==> src/rtl/window_buffer_pkg.sv <==
// rtl/window_buffer_pkg.sv - default window geometry and pop classification shared by the window buffer
package window_buffer_pkg;

    localparam int WB_NUM_SEL   = 16;
    localparam int WB_NUM_LOG   = 4;
    localparam int WB_NUM_WIDTH = 64;

    typedef enum logic [1:0] {
        POP_IDLE,
        POP_LEGAL,
        POP_ILLEGAL
    } pop_kind_t;

    // A pop must retire at least one entry and no more than are live this cycle.
    function automatic pop_kind_t classify_pop(
        input logic req,
        input logic too_small,
        input logic too_big
    );
        if (!req) begin
            return POP_IDLE;
        end
        if (too_small || too_big) begin
            return POP_ILLEGAL;
        end
        return POP_LEGAL;
    endfunction

endpackage

==> src/rtl/window_buffer.sv <==
// rtl/window_buffer.sv - circular word window feeding the decompressor select mux
module window_buffer
    import window_buffer_pkg::*;
#(
    parameter int NUM_SEL   = WB_NUM_SEL,
    parameter int NUM_LOG   = WB_NUM_LOG,
    parameter int NUM_WIDTH = WB_NUM_WIDTH
) (
    input  logic                         clk,
    input  logic                         rst,
    input  logic                         clr,
    input  logic                         wr_valid,
    input  logic [NUM_WIDTH-1:0]         wr_data,
    output logic                         wr_ready,
    output logic [NUM_WIDTH*NUM_SEL-1:0] win_data,
    input  logic [NUM_LOG-1:0]           rd_offset,
    output logic [NUM_LOG-1:0]           win_sel,
    output logic                         rd_avail,
    output logic [NUM_LOG:0]             count,
    input  logic                         pop_en,
    input  logic [NUM_LOG:0]             pop_num,
    output logic                         pop_err
);

    localparam logic [NUM_LOG:0] FULL_COUNT = (NUM_LOG+1)'(NUM_SEL);

    logic [NUM_WIDTH-1:0] mem [NUM_SEL];
    logic [NUM_LOG-1:0]   rd_ptr;
    logic [NUM_LOG-1:0]   wr_ptr;
    logic                 wr_accept;
    pop_kind_t            pop_kind;
    logic [NUM_LOG:0]     pop_amount;
    logic [NUM_LOG:0]     count_next;

    // The write slot is derived from the oldest entry plus occupancy; wrap is free in NUM_LOG bits.
    assign wr_ptr     = rd_ptr + count[NUM_LOG-1:0];
    assign wr_accept  = wr_valid && wr_ready && !clr;
    assign pop_kind   = classify_pop(pop_en && !clr, pop_num == '0, pop_num > count);
    assign pop_amount = (pop_kind == POP_LEGAL) ? pop_num : '0;
    assign count_next = count + {{NUM_LOG{1'b0}}, wr_accept} - pop_amount;

    assign win_sel  = rd_ptr + rd_offset;
    assign rd_avail = {1'b0, rd_offset} < count;

    always_ff @(posedge clk or posedge rst) begin
        if (rst) begin
            rd_ptr   <= '0;
            count    <= '0;
            wr_ready <= 1'b0;
            pop_err  <= 1'b0;
        end else if (clr) begin
            rd_ptr   <= '0;
            count    <= '0;
            wr_ready <= 1'b1;
        end else begin
            if (pop_kind == POP_LEGAL) begin
                rd_ptr <= rd_ptr + pop_num[NUM_LOG-1:0];
            end
            count    <= count_next;
            wr_ready <= (count_next != FULL_COUNT);
            if (pop_kind == POP_ILLEGAL) begin
                pop_err <= 1'b1;
            end
        end
    end

    // Retired slots keep their old contents; only accepted writes touch storage.
    always_ff @(posedge clk or posedge rst) begin
        if (rst) begin
            for (int i = 0; i < NUM_SEL; i++) begin
                mem[i] <= '0;
            end
        end else if (wr_accept) begin
            mem[wr_ptr] <= wr_data;
        end
    end

    for (genvar g = 0; g < NUM_SEL; g++) begin : g_flat
        assign win_data[NUM_WIDTH*g +: NUM_WIDTH] = mem[g];
    end

endmodule

==> config.mk <==
export PLATFORM = sky130hd
export DESIGN_NAME = window_buffer
export DESIGN_NICKNAME = d
export VERILOG_FILES = /design/src/rtl/window_buffer_pkg.sv /design/src/rtl/window_buffer.sv
export SDC_FILE = /design/constraint.sdc
export NUM_CORES = 2
export LEC_CHECK = 0
export ABC_AREA = 1
export ABC_CLOCK_PERIOD_IN_PS = 30200
export BUFFER_PORTS_ARGS = -buffer_cell sky130_fd_sc_hd__buf_2
export CORE_AREA = 2 2 435 437
export CTS_CLUSTER_DIAMETER = 80
export CTS_CLUSTER_SIZE = 12
export DETAILED_ROUTE_END_ITERATION = 12
export DIE_AREA = 0 0 437 439
export GPL_ROUTABILITY_DRIVEN = 0
export SLEW_MARGIN = 30
export SYNTH_ARGS = -nofsm -noshare
export SYNTH_HDL_FRONTEND = slang
export SYNTH_SLANG_ARGS = --single-unit
==> constraint.sdc <==
create_clock -name clk -period 30.2 [get_ports clk]
set_input_delay 3.02 -clock clk [delete_from_list [all_inputs] [get_ports clk]]
set_output_delay 3.02 -clock clk [all_outputs]
set_load 0.1 [all_outputs]
; Word-level counts from Yosys, hierarchy flattened
; Cells that the tools add are included.
[word_totals]
out_inout_bits = 1036
inputBits = 78
reg_bits = 1035
[op_classes]
reduce_logical = 9
n_lt_le_gt_ge = 4
muxes = 14
n_eq_ne = 3
addsub = 5
bitwise = 2
[op_table]
columns = operator, n
row1 = bitwise mux 1024 bit, 1
row2 = demux 64 bit (select 4 bit), 1
row3 = 2-to-1 mux 64 bit, 1
row4 = adder 4 bit, 3
row5 = 2-to-1 mux 5 bit, 2
row6 = 2-to-1 mux 2 bit, 4
row7 = 2-to-1 mux 4 bit, 2
row8 = adder 5 x 1 -> 5 bit, 1
row9 = greater-or-equal comparator 5 bit (second input constant), 1
row10 = greater-than comparator 5 bit, 1
row11 = logical NOT 5 bit, 1
row12 = < comparator 4 x 5 -> 1 bit, 1
row13 = < comparator 5 x 1 -> 1 bit (second input constant), 1
row14 = inequality test 5 bit (second input constant), 1
row15 = NOT 4 -> 5 bit, 1
row16 = subtractor 5 bit, 1
row17 = logical AND 1 bit, 4
row18 = 2-to-1 mux 1 bit, 3
row19 = == test 2 x 1 -> 1 bit (second input constant), 1
row20 = == test 2 bit (second input constant), 1
row21 = AND reduction 2 bit, 1
row22 = nonzero test 2 bit, 1
row23 = logical NOT 1 bit, 1
row24 = logical OR 1 bit, 1
row25 = NOT 1 bit, 1

; Longest topological paths before layout
[logic_depth]
word_depth = 11
mapped_depth = 22
depth_no_buf = 22

; Least setup slack after synthesis
; OpenSTA, ideal clock, no wires.
[synth_timing]
kind = in2out
startpoint = in rd_offset[1]
endpoint = out rd_avail
path_slack_ns = 21.322
stages = 5
t_arrival_ns = 5.858
path_cell_list = ha_1 > a21boi_0 > o21a_1 > o21a_1 > o21ai_0
[synth_via]
elab_chain_cells = 1
[synth_rtl]
columns = element, line_no
row1 = start: declaration, window_buffer.sv:16  ; input logic [NUM_LOG-1:0] rd_offset,
row2 = < comparator 4 x 5 -> 1 bit, window_buffer.sv:43  ; assign rd_avail = {1'b0, rd_offset} < count;
row3 = end: declaration, window_buffer.sv:18  ; output logic rd_avail,
; Every way passes these cells.

; Worst setup path in the final report
; Same ends and word-level chain as after synthesis.

==> impl_metrics.py <==
metrics = {
    "clock_network": {
        "clk_pin_slew_worst_paths_ns": 0.05,
        "cts_hold_buf": 0,
        "post_cts_resized": 0,
        "cts_tree": "yes",
        "numClockSinks": 1035,
        "clock_path_buffers": 3,
        "clk_root_buffer_cell": "sky130_fd_sc_hd__clkbuf_16",
        "cts_buffers": 102,
        "cts.repair_timing.setup_buffer_count": 0,
        "htreeDepth": 3,
        "clock_insertion_delay_worst_skew_ns": 0.74,
    },
    "place": {
        "placedCellCount": 6979,
        "hpwl_mm": 110,
        "buffer_ports.inserted": 1113,
    },
    "yosys": {
        "syn_area_um2": 37400,
        "count_of_different_cell_masters_after_synthesis": 30,
        "yosysTopAreaCellShare_pct": 69.2,
        "netlist_top_cells_area": "sky130_fd_sc_hd__dfrtp_1 69%, sky130_fd_sc_hd__o21ai_0 13%, sky130_fd_sc_hd__nand2_1 11%",
        "seq_area_frac_synth_pct": 69.2,
        "ys_seq_elements": 1035,
        "synth_compound_area_share_pct": 13.9,
        "synth-adder-area-share_pct": 1.05,
        "combinational_family_with_the_most_area_after_synthesis": "compound AO/OA/AOI/OAI gates",
        "synth_xor_area_share_pct": 0.254,
        "synth.mux.area_fraction_pct": 0,
        "netlist.top_cell.by_area": "sky130_fd_sc_hd__dfrtp_1",
        "number_of_flops_mapped_to_enable_cells_by_yosys": 0,
        "net_count_after_synthesis": 3706,
        "synth_warnings": 0,
        "netlist_instances": 3599,
        "post_synth.cell_area_avg_um2": 10.4,
        "synthSimpleGateAreaFrac_pct": 11.3,
        "synth_async_sr_flop_share_pct": 100,
        "dominantRegCellSynth": "sky130_fd_sc_hd__dfrtp_1",
    },
    "final_layout": {
        "fraction_of_final_layout_cells_with_drive_strength_greater_than_1_pct": 29.0,
        "flow.area_growth_from_synthesis_pct": 29.2,
        "finalNonFillerCells": 7113,
        "nNetsFinal": 4696,
    },
    "hold_path": {
        "min_to": "win_data[913]$_DFFE_PP0P_",
        "min_from": "win_data[913]$_DFFE_PP0P_",
        "hold-path-cell-count": 2,
        "hold_path.class": "reg -> reg",
    },
    "worst_setup_path": {
        "cp_slowest_cell": "sky130_fd_sc_hd__buf_2",
        "critical_path.reg2reg.endpoint": "win_data[331]$_DFFE_PP0P_",
        "timing.critical_path.from_type": "primary input",
        "worst_r2r_startpoint": "count[0]$_DFF_PP0_",
        "worst-endpoint-arrival_ns": 4.75,
        "setup.worst_path.class": "in -> out",
        "type_of_destination_of_the_critical_path": "primary output",
        "r2r_setup_slack_ns": 26.02,
        "crit_path_cell_trace": "buf_2 -> ha_1 -> a21boi_0 -> o21a_1 -> o21a_1 -> o21ai_0 -> buf_2",
        "worstRegToRegCells": 7,
        "critical-path-max-stage-delay_ns": 0.51,
        "crit_required_ns": 27.18,
        "crit_path_max_fanout": 3,
    },
    "detailed_routing": {
        "vias_per_cell": 4.35,
        "postRouteAntennaNets": 0,
        "drc": 0,
        "via_count": 31000,
        "drt-wirelength-per-cell_um": 22.1,
        "dr.first_iter.drc_count": 2940,
        "drt_wl_total_mm": 157,
        "detailedRoute.firstPassIterationCount": 6,
    },
    "run": {
        "maxCapViolCount": 0,
    },
    "global_route": {
        "grt_usage_pct": 15.7,
        "grt_first_pass_wirelength_mm": 217,
        "grt-busiest-layer": "met2",
        "gr-usage-met3_pct": 3.69,
        "grt_pass1_vias": 28900,
        "groute.layer.met1.usage_pct": 19.6,
        "grt_max_degree": 137,
        "antenna_found_initial": 27,
        "use_met2_pct": 25.6,
        "globalRoute.totalOverflow": 0,
    },
    "timing": {
        "setup_total_negative_slack_ns": 0,
        "rsz0062_at_grt": "no",
        "timing.final.setup_violations": 0,
        "max_slew_violations": 0,
        "achievable-frequency_mhz": 129,
        "worstMarginPinSlew_ns": 1.07,
        "max_slew_margin_vs_limit_pct": 28.7,
        "final.setup_skew_ns": 0.0390,
        "hold_viol_final": 0,
        "min_period_ns": 7.77,
        "fin_crit_sh_pct": 25.7,
    },
    "floorplanning": {
        "design.portCount": 1114,
        "core_region_area_um2": 187000,
        "die_h_um": 439,
        "fp.dieArea_um2": 192000,
        "floorplan.initialDensity_pct": 20.0,
        "dieWidth_um": 437,
        "rows": 159,
    },
    "outcome": {
        "result_of_the_run": "finished clean",
    },
}
state kept, by name, indices dropped and copies added, names as in the netlist:
signal,count
rd_ptr,4
wr_ready,1
count,5
pop_err,1
win_data,1024
kinds of logic (layout without fill, tap and decap cells):
logic type                 count (synthesis)  in the layout
other                                      0             11
xor gates and xnor gates                  10             10
AOI/OAI and AO/OA                       1040           1040
adders and majority gates                 29             29
DFF                                     1035           1035
buffers and inverters                    386           1394
and+or+nand+nor                         1099           1099
through the flow:
step	util (%)	hold WS (ns)	worst slack (ns)	cell area (µm²)
after global placement	24.3	0.461	22.41	45500
after floorplan	-	0.524	12.91	37400
after CTS	25.8	0.482	22.48	48300
final	25.9	0.476	22.43	48400
after detailed placement	24.3	0.467	22.49	45500
after global routing	25.9	0.499	22.43	48400
cells in the mapped netlist, types with 2 or more instances:
cell type	number
sky130_fd_sc_hd__xnor2_1	7
sky130_fd_sc_hd__inv_1	96
sky130_fd_sc_hd__xor2_1	2
sky130_fd_sc_hd__fa_1	4
sky130_fd_sc_hd__o21ai_1	54
sky130_fd_sc_hd__nand2_1	1051
sky130_fd_sc_hd__nor3_2	4
sky130_fd_sc_hd__o21ai_0	974
sky130_fd_sc_hd__dfrtp_1	1035
sky130_fd_sc_hd__nand2b_1	2
sky130_fd_sc_hd__clkbuf_1	151
sky130_fd_sc_hd__a21oi_1	7
sky130_fd_sc_hd__nor2_1	9
sky130_fd_sc_hd__ha_1	25
sky130_fd_sc_hd__nand3_1	20
sky130_fd_sc_hd__buf_2	112
sky130_fd_sc_hd__o21a_1	2
sky130_fd_sc_hd__clkbuf_2	24
sky130_fd_sc_hd__nand4_1	9
cell usage in the layout, fill, tap and decap left out, types with 3 or more instances in the layout:
master                         n
sky130_fd_sc_hd__a21oi_1       7
sky130_fd_sc_hd__buf_12        3
sky130_fd_sc_hd__buf_2      1113
sky130_fd_sc_hd__buf_4        52
sky130_fd_sc_hd__buf_6         6
sky130_fd_sc_hd__clkbuf_16   105
sky130_fd_sc_hd__clkinv_1      4
sky130_fd_sc_hd__dfrtp_1    1035
sky130_fd_sc_hd__diode_2      11
sky130_fd_sc_hd__fa_1          4
sky130_fd_sc_hd__ha_1         25
sky130_fd_sc_hd__inv_1        68
sky130_fd_sc_hd__inv_2        24
sky130_fd_sc_hd__inv_6         4
sky130_fd_sc_hd__inv_8         3
sky130_fd_sc_hd__nand2_1    1051
sky130_fd_sc_hd__nand3_1      12
sky130_fd_sc_hd__nand3_4       8
sky130_fd_sc_hd__nand4_1       9
sky130_fd_sc_hd__nor2_1        9
sky130_fd_sc_hd__nor3_2        4
sky130_fd_sc_hd__o21ai_0     974
sky130_fd_sc_hd__o21ai_1      54
sky130_fd_sc_hd__xnor2_1       7
per-layer routing:
layer / up-vias / part of all wire, % / routed length [µm]
li1: 13700 / - / -
met4: 2 / 5.0 / 7870
met1: 15400 / 39 / 61500
met3: 380 / 8.4 / 13200
met5: - / 0.0076 / 12
met2: 1564 / 47 / 74700
layout make-up:
class	count	area (µm²)
timing repair buffer	1175	6120
inverter	97	368
antenna	11	27.5
sequential	1035	25900
tap	2495	3120
multi-input combinational	2178	10000
fill	20100	139000
clock inverter	15	178
clock buffer	107	2660
worst max path at each step:
stage | startpoint | to | depth (start not counted)
floorplan | rst | count[0]$_DFF_PP0_ | 1
global placement | rd_offset[1] | rd_avail | 7
detailed placement | rd_offset[1] | rd_avail | 7
CTS | rd_offset[1] | rd_avail | 7
global route | rd_offset[1] | rd_avail | 7
finish | rd_offset[1] | rd_avail | 7
worst max-delay path: cells and delay by family:
kind / cells / cell delay (ns)
compound gates: 4 / 0.81
buf+inv: 2 / 0.64
fa+ha+maj: 1 / 0.28
Power is left out: the tool's default activity adds up to more than one toggle a clock period on the data nets, which glitch-free logic cannot reach.
